$ cat src/rtl/audio_sample_sink.sv
// Consumer end of the sample-rate audio interface: strobed capture into a show-ahead FIFO,
// valid/ready output, overflow counting, silence detection. Optional peak meter: AUDIO_SINK_PEAK_EN.
module audio_sample_sink #(
    parameter int DEPTH             = 8,
    parameter int SILENCE_THRESHOLD = 64,
    parameter int SILENCE_SAMPLES   = 256
) (
    input  logic                   clk,
    input  logic                   reset,
    input  logic                   audio_clk_en,
    input  logic [15:0]            sample_in,
    output logic [15:0]            out_data,
    output logic                   out_valid,
    input  logic                   out_ready,
    output logic [$clog2(DEPTH):0] level,
    output logic [15:0]            overflow_count,
`ifdef AUDIO_SINK_PEAK_EN
    input  logic                   peak_clear,
    output logic [14:0]            peak,
`endif
    output logic                   silence
);

    localparam int                 PTR_W      = $clog2(DEPTH);
    localparam logic [PTR_W:0]     FULL_LEVEL = (PTR_W + 1)'(DEPTH);
    localparam logic [15:0]        QUIET_MAX  = 16'(SILENCE_SAMPLES);
    localparam logic [31:0]        QUIET_THR  = 32'(SILENCE_THRESHOLD);

    logic [15:0]      mem [DEPTH];
    logic [PTR_W-1:0] wr_ptr;
    logic [PTR_W-1:0] rd_ptr;
    logic             full;
    logic             do_push;
    logic             do_pop;
    logic             drop;

    logic [15:0]      neg_sample;
    logic [14:0]      sample_abs;
    logic             is_quiet;
    logic [15:0]      quiet_cnt;
    logic [15:0]      quiet_next;

    // ------------------------------------------------------------------
    // FIFO control
    // ------------------------------------------------------------------
    assign full      = (level == FULL_LEVEL);
    assign out_valid = (level != '0);
    assign do_pop    = out_valid && out_ready;
    // A full FIFO still accepts a sample when the head leaves in the same cycle.
    assign do_push   = audio_clk_en && (!full || do_pop);
    assign drop      = audio_clk_en && full && !do_pop;

    // Show-ahead: the head entry is read straight from the storage array.
    assign out_data  = mem[rd_ptr];

    // NOTE: the storage array has no reset; pointers and level define which entries are live.
    always_ff @(posedge clk) begin
        if (!reset && do_push) begin
            mem[wr_ptr] <= sample_in;
        end
    end

    // NOTE: all state below uses non-blocking assignments so every register samples pre-edge values.
    always_ff @(posedge clk) begin
        if (reset) begin
            wr_ptr <= '0;
            rd_ptr <= '0;
            level  <= '0;
        end else begin
            if (do_push) begin
                wr_ptr <= wr_ptr + 1'b1;
            end
            if (do_pop) begin
                rd_ptr <= rd_ptr + 1'b1;
            end
            if (do_push && !do_pop) begin
                level <= level + 1'b1;
            end else if (do_pop && !do_push) begin
                level <= level - 1'b1;
            end
        end
    end

    always_ff @(posedge clk) begin
        if (reset) begin
            overflow_count <= '0;
        end else if (drop && (overflow_count != 16'hFFFF)) begin
            overflow_count <= overflow_count + 16'd1;
        end
    end

    // ------------------------------------------------------------------
    // Magnitude and silence detection
    // ------------------------------------------------------------------
    assign neg_sample = 16'd0 - sample_in;

    // -32768 has no positive counterpart in 16 bits, so it saturates to 32767.
    always_comb begin
        sample_abs = sample_in[14:0];
        if (sample_in == 16'h8000) begin
            sample_abs = 15'h7FFF;
        end else if (sample_in[15]) begin
            sample_abs = neg_sample[14:0];
        end
    end

    assign is_quiet = (32'(sample_abs) <= QUIET_THR);

    // NOTE: every combinational output gets a default first so no latch is inferred.
    always_comb begin
        quiet_next = '0;
        if (is_quiet) begin
            quiet_next = (quiet_cnt == QUIET_MAX) ? quiet_cnt : quiet_cnt + 16'd1;
        end
    end

    always_ff @(posedge clk) begin
        if (reset) begin
            quiet_cnt <= '0;
            silence   <= 1'b0;
        end else if (audio_clk_en) begin
            quiet_cnt <= quiet_next;
            silence   <= (quiet_next == QUIET_MAX);
        end
    end

`ifdef AUDIO_SINK_PEAK_EN
    // ------------------------------------------------------------------
    // Peak meter
    // ------------------------------------------------------------------
    always_ff @(posedge clk) begin
        if (reset) begin
            peak <= '0;
        end else if (peak_clear) begin
            peak <= audio_clk_en ? sample_abs : 15'd0;
        end else if (audio_clk_en && (sample_abs > peak)) begin
            peak <= sample_abs;
        end
    end
`endif

endmodule
$ cat config.mk
export PLATFORM = sky130hd
export DESIGN_NAME = audio_sample_sink
export DESIGN_NICKNAME = d
export VERILOG_FILES = /design/src/rtl/audio_sample_sink.sv
export SDC_FILE = /design/constraint.sdc
export NUM_CORES = 1
export LEC_CHECK = 0
export CELL_PAD_IN_SITES_DETAIL_PLACEMENT = 1
export CELL_PAD_IN_SITES_GLOBAL_PLACEMENT = 1
export CORE_MARGIN = 4
export CORE_UTILIZATION = 40
export CTS_CLUSTER_SIZE = 12
export DETAILED_ROUTE_END_ITERATION = 7
export PLACE_DENSITY_LB_ADDON = 0.1
export SLEW_MARGIN = 25
export SYNTH_ARGS = -nofsm -noshare
export SYNTH_HDL_FRONTEND = slang
export SYNTH_SLANG_ARGS = --single-unit
$ cat constraint.sdc
create_clock -name clk -period 3.9 [get_ports clk]
set_input_delay 0.78 -clock clk [delete_from_list [all_inputs] [get_ports clk]]
set_output_delay 0.78 -clock clk [all_outputs]
set_load 0.005 [all_outputs]
; ---- After elaboration in Yosys (flattened, before gate mapping)
; Memories as Yosys holds them, arrays and structs flattened. A register that Yosys moved wholly into a read port is not among the register bits.
; Cells that the tools add are included.
; W data, S select, Z words.
[totals]
register_bits = 43
mem_bits_rw = 128
input_bits = 20
output_inout_bits = 38
word_cells = 45
n_memories = 1
[memory_table]
columns = name, words, word_bits, read_ports, rd_ports_with_merged_regs, wr, line_no
row1 = mem, 8, 16, 1, 1, 1, 29  ; logic [15:0] mem [DEPTH];
[op_classes]
addsub = 7
order_cmp = 1
eq_ne = 5
muxes = 10
n_reduce_logical = 15
[op_table]
columns = cell, n
row1 = $add A16 B1 Y16 const B, 2
row2 = $eq A16 B9 Y1 const B, 2
row3 = $mux W16, 2
row4 = $mux W15, 2
row5 = $eq A16 B16 Y1 const B, 1
row6 = $ne A16 B16 Y1 const B, 1
row7 = $le A15 B7 Y1 const B, 1
row8 = $sub A1 B15 Y15 const A, 1
row9 = $logic_and A1 B1 Y1, 8
row10 = $mux W4, 2
row11 = $add A3 B1 Y3 const B, 2
row12 = $mux W3, 2
row13 = $add A4 B1 Y4 const B, 1
row14 = $eq A4 B4 Y1 const B, 1
row15 = $logic_not A1 Y1, 4
row16 = $reduce_bool A4 Y1, 1
row17 = $sub A4 B1 Y4 const B, 1
row18 = $mux W1, 2
row19 = $reduce_bool A2 Y1, 1
row20 = $logic_or A1 B1 Y1, 1

; ---- Longest topological paths before layout
[depth]
ltp_word = 8
depth_mapped = 11
ltp_nobuf = 11

; ---- Least setup slack after synthesis
; No wires, ideal clock.
[synth_path]
path_type = input to register
startpoint = input audio_clk_en
endpoint = memory mem[6][0], enable pin
setup_ns = 0.436
arrival_time_ns = 3.251
required_time_ns = 3.464
setup_slack_ns = 0.213
cell_stages = 4
n_path_buf = 0
path_cell_list = clkinv_1 a31oi_1 nand2_1 nor4b_1
[synth_between]
elab_chain_len = 4
[synth_lines]
columns = item, line_no
row1 = start: declaration, 10  ; input logic audio_clk_en,
row2 = $logic_and A1 B1 Y1, 50  ; assign do_push = audio_clk_en && (!full || do_pop);
row3 = named net do_push, 33  ; logic do_push;
row4 = $logic_and A1 B1 Y1, 58  ; if (!reset && do_push) begin
row5 = $mux W1, 58
row6 = $mux W1 (not written as such), 59  ; mem[wr_ptr] <= sample_in;
row7 = end: declaration, 29
; The timed path passes the listed nets, and every way through them passes these cells.

; ---- Final worst setup path
[layout_path]
startpoint = input sample_in[2]
endpoint = register quiet_cnt[15]
[layout_between]
elab_chain_len = 5
elab_cells_between_ends = 6
classes_between = 1 x add/sub / 1 x order compare / 1 x eq/ne / 3 x mux
[layout_lines]
columns = item, line_no
row1 = start: declaration, 11  ; input logic [15:0] sample_in,
row2 = $sub A1 B15 Y15, 95  ; assign neg_sample = 16'd0 - sample_in;
row3 = $mux W15, 102  ; end else if (sample_in[15]) begin
row4 = $mux W15 *, 100  ; if (sample_in == 16'h8000) begin
row5 = $le A15 B7 Y1 *, 107  ; assign is_quiet = (32'(sample_abs) <= QUIET_THR);
row6 = $mux W16 *, 112  ; if (is_quiet) begin
row7 = end signal: assignment, 122  ; quiet_cnt <= quiet_next;
row8 = end: declaration, 40  ; logic [15:0] quiet_cnt;
; Mark *: on every way between the ends. The rest lies on a longest branch, timed or not.
; A chain may end at the register's enable or synchronous reset.

==> reports/qor.txt <==
Starting DRT DRC Count - 316
Hold-fix buffers, CTS - 0
mean area per synthesized cell - 13.9 um^2
I/O Buffers - 57
Worst Hold Launch - silence
share of cell area taken by muxes after synthesis - 11.8%
CTS clk-pin slew, worst paths - 0.07 ns
minimum clock period - 3.27 ns
final setup fails - 0
aggregate global routing overflow - 0
Worst Hold Class - flip-flop to flip-flop
number of warnings issued by yosys - 0
Tcrit/Tclk final - 83.8%
chain of cells forming the critical path - clkdlybuf4s50_1 > or4_4 > or4_4 > and4_4 > or4_4 > nand3_2 > o221ai_1
die width - 150 um
library cell appearing most often on the critical path - or4_4
data required time of the critical path - 4.18 ns
result of the run - completed
antenna violations before repair - 0
Slew Limit Headroom - 53.2%
# DRC - 0
Pre-Repair DR Iteration Count - 4
CTS H-tree lvls - 4
sum of negative setup slack - 0 ns
CP Buf/Inv Count - 1
count of state elements after synthesis - 174
maximum cell stage delay along the critical path - 0.60 ns
Placeable Area - 19600 um^2
row count - 51
XOR/XNOR Fraction of Synth Area - 2.83%
critical path type - input pin to flip-flop
element type at the critical path end - flip-flop
Top Ports - 58
synth unique cells - 60
slowest cell on the critical path - or4_4
count of flip-flops with a built-in enable after synthesis - 128
count of nets left with antenna violations after detail routing - 0
via count - 5226
worst-case clock skew - 0.0106 ns
FFs w/ async S/R, synth - 0%
unrepaired setup endpoints after global routing - false
total design power - 4.79 mW
number of global-route vias before repair - 5600
buffer cell driving the clock tree root - clkbuf_16
post-DR vias/cell - 5.69
antenna cell count - 0
leading cell type in the layout, fill and taps excluded - edfxtp_1
MaxCap Viol Count - 0
largest net degree at the start of global routing - 43
wire length of the first global-routing pass - 31100 um
TritonCTS Buffers - 17
Max VDD drop - 0.310 mV
Post-Synth Simple-Gate Area - 16.4%
average wire per standard cell - 20.8 um
estimated wirelength of the detail-placed design - 12300 um
cell count after synthesis - 578
area fraction in compound gates after synthesis - 5.23%
netlist area before placement - 8040 um^2
area added between synthesis and finish - 19.1%
weighted congestion at the end of routability-driven global placement - 0.828
dominant combinational cell family by area after synthesis - simple AND/OR/NAND/NOR gates
Worst-Margin Slew - 0.701 ns
worst path arrival time - 3.54 ns
crit start category - input pin
global-route total usage across every layer - 18.1%
clock latency reported for the late side of the worst-skew pair - 0.42 ns
total wire length - 19100 um
DIE AREA - 22400 um^2
Cell Pwr Density - 500 nW/um^2
Stages on worst setup path - 7
ys flop type - edfxtp_1
number of nets in the layout - 671
cell leakage power - 3.12 nW
die height - 150 um
startpoint of the worst setup timing path - sample_in[2]
crit-path leading delay family - simple AND/OR/NAND/NOR gates
cell depth of the worst min-delay path - 2
post-synthesis share of cell area spent on full adders, half adders and majority gates - 1.65%
depth of the worst register-to-register path - 8
most used cells in the layout excluding fill and tap cells - 128 x edfxtp_1, 56 x clkdlybuf4s50_1, 45 x dfxtp_1, 33 x nand2_1, 33 x nor2_1
share of final-layout standard cells stronger than drive strength 1 - 22.3%
Num Clock Sinks - 174
number of setup buffers added after CTS - 0
Max clock buf depth - 2
number of nets in the synthesized netlist - 608
starting density of the core - 41.0%
number of max-slew violations in the final report - 0
startpoint of the worst register-to-register path - quiet_cnt[0]
Peak Freq - 306 MHz
post-synthesis sequential area ratio - 59.3%
count of instances resized after the clock tree is built - 0
largest fanout of any net on the critical path - 13
number of hold-slack violations in the final timing report - 0
clock tree from TritonCTS - done
-- layer usage --
metal	share of wire [%]	track usage, %
met1	46	24.0
met2	50	30.3
met3	2.6	3.51
met4	1.3	5.26
met5	0	0
-- synth_stat cells, drive strengths merged, types with 8 or more instances --
library cell	number	area share, %
nand3	19	1.2
nand3b	9	0.84
a21oi	9	0.56
inv	10	0.47
nand2	33	1.5
buf	15	1.2
mux4	32	9.0
nor3	17	1.1
xor2	19	2.1
nor2	33	1.5
o221ai	14	2.3
nor4	17	1.5
edfxtp	128	48
nand4	32	3.3
clkbuf	25	1.2
dfxtp	46	11
mux2	17	2.4
o21ai	10	0.62
or4	9	0.98
and4	8	0.90
ha	9	1.4
-- path summary, 6_finish.rpt --
path	to	slack [ns]
max	quiet_cnt[15]	0.63
max reg2reg	silence	1.04
min	silence	0.49
min reg2reg	silence	0.49
-- registers in the layout, indices dropped and copies added (netlist names), named ones only --
name	flops
level	4
wr_ptr	3
silence	1
quiet_cnt	16
mem	128
overflow_count	16
rd_ptr	3
-- power by group --
group          leakage, nW  total (mW)  switching, mW  internal [mW]
Combinational         1.32        1.03          0.450          0.583
Sequential            1.53        2.10         0.0467           2.05
Clock                0.274        1.65          0.704          0.948
-- per-stage QoR --
step           instances  cell area (um^2)  setup slack [ns]  hold slack (ns)  utilization, %
2_1_floorplan        578              8040             0.213            0.450               -
3_3_place_gp         887              9010             0.242            0.469            46.0
3_5_place_dp         887              9010             0.149            0.459            46.0
4_1_cts              919              9580             0.620            0.488            48.9
5_1_grt              919              9580             0.380            0.538            48.9
6_report             919              9580             0.633            0.494            48.9
-- kinds of logic (layout without fill, tap and decap cells) --
family | count (synthesis) | after routing
and+or+nand+nor | 213 | 213
muxes | 53 | 53
buffers and inverters | 51 | 127
adders and majority gates | 10 | 10
xor gates and xnor gates | 26 | 26
DFF | 174 | 174
AOI/OAI and AO/OA | 51 | 51
-- layout make-up --
| class | instances | area, um^2 |
|---|---|---|
| Inverter | 11 | 41.3 |
| Sequential cell | 174 | 4770 |
| Timing Repair Buffer | 84 | 781 |
| Multi-Input combinational cell | 353 | 3090 |
| Fill cell | 1960 | 10000 |
| Tap cell | 265 | 332 |
| Clock buffer | 19 | 433 |
| Clock inverter | 13 | 139 |
-- worst reg2reg max path, cell delays in order, from the launching register on --
cell,delay (ns)
dfxtp_1,0.40
inv_1,0.13
ha_1,0.16
or4b_1,0.49
nor4_4,0.56
o21ai_1,0.11
o22a_1,0.20
or4_1,0.54
o41ai_2,0.20
Power figures use the tool's default switching activity.
==> RTL edit 1, RTL diff (same flow settings) <==
Add a define of `AUDIO_SINK_PEAK_EN`.
--- a/src/rtl/audio_sample_sink.sv
+++ b/src/rtl/audio_sample_sink.sv
@@ -1,4 +1,6 @@
 // Consumer end of the sample-rate audio interface: strobed capture into a show-ahead FIFO,
 // valid/ready output, overflow counting, silence detection. Optional peak meter: AUDIO_SINK_PEAK_EN.
+`define AUDIO_SINK_PEAK_EN
+
 module audio_sample_sink #(
     parameter int DEPTH             = 8,
Interface: changed (added peak and peak_clear); port bits go from 58 to 74. No check against the original RTL was run, so the function may have changed too.
==> RTL edit 1 against the unedited design <==
Clock skew about the same; global-route usage is 2.2 points higher; critical path depth rose by 6; sequential power increased by 9%; sequential share of layout area is 6.3 points lower; cell area increased by 22%; first-iteration DRC count increased by 42%; routed wire length grew 34%; setup slack got worse by 0.53 ns; non-clock buffer count up 73; synthesized area up 16%; total power rose by 15%; sequential cell count increased by 15; critical endpoint is now peak[8]; largest cell class unchanged; highest routed layer unchanged.
==> RTL edit 1: results <==
metrics = {
    "grt": {
        "grt_pass1_vias": 7658,
        "grt.met3_usage": 0.03644,
        "grtUsageTotal": 0.2022,
        "grt_use_met1": 0.2561,
    },
    "pwr": {
        "clk-power_mw": 1.80,
        "p_sw_mw": 1.627,
        "ir_worst_vdd_mv": 0.2868,
        "cellLeakagePower_nw": 4.061,
        "powerDensity_mw_per_mm2": 471.0,
    },
    "synth": {
        "synthTopCellsByArea": "edfxtp_1, dfxtp_1, mux4_2",
        "syn_nets": 828,
        "synthCells": 783,
        "yosysSeqAreaShare": 0.5426,
        "synthDistinctLibCells": 67,
        "synth_commonest_cells": "edfxtp_1, dfxtp_1, nor2_1",
    },
    "clock_network": {
        "cts-resized-gates": 8,
        "cts_setup_buffers": 2,
    },
    "setup_path": {
        "rr_worst_depth": 11,
        "crit_path_max_incr_delay_ns": 0.62,
        "worst_path_dominant_cell_family": "compound AO/OA/AOI/OAI gates",
        "critPathMaxFanout": 15,
    },
    "detailed_routing": {
        "vias": 6991,
        "met2WireLength_mm": 13.38,
        "drt-initial-drc-count": 450,
        "wl_met3_um": 788,
    },
    "placement": {
        "gp_congestion": 0.8400,
        "io_buffers": 73,
    },
    "run_status": {
        "status": "finished, final reports clean",
    },
    "final_layout": {
        "multi_input_area_share": 0.3477,
        "nNonClkInverters": 35,
        "n_sequential_cell": 189,
        "nFillCells": 2362,
        "clkCellAreaFrac": 0.05296,
        "regArea_mm2": 0.005066,
        "layout-drive-gt1-share": 0.2185,
        "stdcell_count": 1233,
        "nets": 952,
        "multi_input_comb_cells": 507,
    },
    "sta": {
        "fin_skew_ns": 0.01096,
        "tightest_slew_ns": 0.7523,
    },
}
-- RTL edit 1: cell types whose count changed after synthesis, sizes merged, moves of 10 or more --
cell / delta
or3: +10
nand4: -22
o221ai: -13
nor3: +10
clkbuf: +15
nor2: +21
a22oi: +17
dfxtp: +15
inv: +25
nand3: +23
o211ai: +38
ha: +14
a21oi: +21
nand2: +12
-- RTL edit 1: final timing paths --
kind / startpoint / endpoint / slack (ns)
min: silence / silence / 0.49
min reg2reg: silence / silence / 0.49
max reg2reg: level[0] / level[3] / 1.19
max: sample_in[6] / peak[8] / 0.11
-- RTL edit 1: kinds of logic after synthesis --
group,Yosys count,share of synthesized area
AOI/OAI and AO/OA,150,0.1156
xor gates and xnor gates,29,0.02721
adders and majority gates,25,0.03405
muxes,55,0.1042
buffers and inverters,87,0.03713
DFF,189,0.5426
and+or+nand+nor,248,0.1393
==> RTL edit 2, RTL diff (same flow settings) <==
Made on the original files. Register the output `overflow_count` once more, with the module's reset; this adds one clock of latency there. The other outputs are not delayed to match.
--- a/src/rtl/audio_sample_sink.sv
+++ b/src/rtl/audio_sample_sink.sv
@@ -26,4 +26,6 @@
     localparam logic [15:0]        QUIET_MAX  = 16'(SILENCE_SAMPLES);
     localparam logic [31:0]        QUIET_THR  = 32'(SILENCE_THRESHOLD);
+
+    logic [15:0] overflow_count_s0;
 
     logic [15:0]      mem [DEPTH];
@@ -84,7 +86,7 @@
     always_ff @(posedge clk) begin
         if (reset) begin
-            overflow_count <= '0;
-        end else if (drop && (overflow_count != 16'hFFFF)) begin
-            overflow_count <= overflow_count + 16'd1;
+            overflow_count_s0 <= '0;
+        end else if (drop && (overflow_count_s0 != 16'hFFFF)) begin
+            overflow_count_s0 <= overflow_count_s0 + 16'd1;
         end
     end
@@ -140,3 +142,11 @@
 `endif
 
+    always_ff @(posedge clk) begin
+        if (reset) begin
+            overflow_count <= '0;
+        end else begin
+            overflow_count <= overflow_count_s0;
+        end
+    end
+
 endmodule
Function: changed (a bounded check fails within 10 cycles, from zero or initial values and one cycle with reset high).
==> RTL edit 2 against the unedited design <==
Setup slack worse by 0.15 ns; combinational power is 4% lower; via count is 1.3% higher; clock power is 2% higher; worst hold slack worse by 0.028 ns; cell area is 2.1% higher; synthesized area is 2.6% higher; total power is 4.1% higher; sequential cell count is 16 higher; routed wire length is 1.5% higher; largest power group unchanged.
==> RTL edit 2: results <==
metrics = {
    "run_status": {
        "status": "finished, final reports clean",
    },
    "setup_path": {
        "crit_path_max_incr_delay_ns": 0.64,
        "critPathMaxFanout": 21,
        "rr_endpoint": "level[3]",
        "cp_slowest_cell": "dfxtp_2",
        "worst_path_dominant_cell_family": "multiplexers",
        "worstPathArrival_ns": 2.64,
        "timing.rr.start": "level[0]",
        "rr_worst_depth": 11,
    },
    "clock_network": {
        "cts_inserted_buffers": 17,
        "clk_pin_slew_ns": 0.07,
        "clk_latency_ns": 0.44,
    },
    "placement": {
        "post-place-ws_ns": 0.4600,
        "detailed_place_hpwl_mm": 12.23,
        "post_dp_cell_area_mm2": 0.009213,
        "gp_congestion": 0.8385,
    },
    "pwr": {
        "p_sw_frac": 0.2620,
        "ir_worst_vdd_mv": 0.2740,
        "cellLeakagePower_nw": 3.168,
    },
    "synth": {
        "yosys.area_share.adder": 0.01607,
        "muxShareOfSynthArea": 0.1155,
        "syn_avg_cell_area_um2": 13.44,
        "synth_xor_area_frac": 0.02016,
        "synth_commonest_cells": "edfxtp_1, dfxtp_1, nand2_1",
        "yosysSeqAreaShare": 0.6161,
        "syn_nets": 644,
        "synthTopCellsByArea": "edfxtp_1, dfxtp_1, mux4_2",
        "synthDistinctLibCells": 62,
    },
    "sta": {
        "fin_skew_ns": 0.01223,
        "slew_headroom": 0.4479,
    },
    "grt": {
        "grt_max_degree": 41,
        "grt_pass1_wl_mm": 31.28,
        "grtUsageTotal": 0.1794,
        "grt_pass1_vias": 5770,
    },
    "detailed_routing": {
        "wl_per_cell_um": 20.18,
        "drtPass1Iterations": 4,
        "vias_per_cell": 5.521,
        "drt-initial-drc-count": 245,
    },
    "worst_hold_path": {
        "hold_end": "silence",
    },
    "final_layout": {
        "stdcell_count": 959,
        "nFillCells": 2034,
        "layout-drive-gt1-share": 0.1756,
        "nets": 706,
    },
}
## RTL edit 2: cells by family after synthesis
| logic type | after synthesis |
|---|---|
| fa+ha+maj | 10 |
| flops | 190 |
| xor+xnor | 19 |
| simple gates | 221 |
| buf+inv | 50 |
| mux | 53 |
| compound gates | 71 |
## RTL edit 2: how the worst max path moves through the flow
stage / startpoint / endpoint / slack (ns) / cells after the start
after CTS: flip-flop / out_data[15] / 0.40 / 4
after detailed placement: out_ready / level[3] / 0.46 / 13
after global routing: flip-flop / out_data[15] / 0.30 / 4
after floorplan: audio_clk_en / mem[6][0] / 0.45 / 5
after global placement: out_ready / level[3] / 0.59 / 13
final: flip-flop / out_data[15] / 0.48 / 4
## RTL edit 2: layer usage
layer / global-route usage / share of wire / vias to the layer above
met4: 0.06065 / 0.014 / 0
met3: 0.03153 / 0.037 / 19
li1: - / - / 2461
met2: 0.3200 / 0.53 / 96
met5: 0 / 0 / -
met1: 0.2199 / 0.42 / 2719
## RTL edit 2: area by class of cell
| class | count | area, um^2 | area share |
|---|---|---|---|
| Sequential cell | 190 | 5086 | 0.5200 |
| Tap cell | 270 | 337.8 | 0.03454 |
| Multi-Input combinational cell | 374 | 2997 | 0.3063 |
| Inverter | 15 | 56.30 | 0.005756 |
| Timing Repair Buffer | 78 | 735.7 | 0.07521 |
| Clock inverter | 13 | 115.1 | 0.01177 |
| Clock buffer | 19 | 454.2 | 0.04643 |
## RTL edit 2: power groups by stage
stage	combinational, mW	clock [mW]	sequential, mW
2_1_floorplan	0.645	0	2.29
3_3_place_gp	0.994	0	2.34
3_5_place_dp	1.01	0	2.35
4_1_cts	1.02	1.75	2.30
5_1_grt	1.09	1.84	2.31
6_report	0.993	1.69	2.30
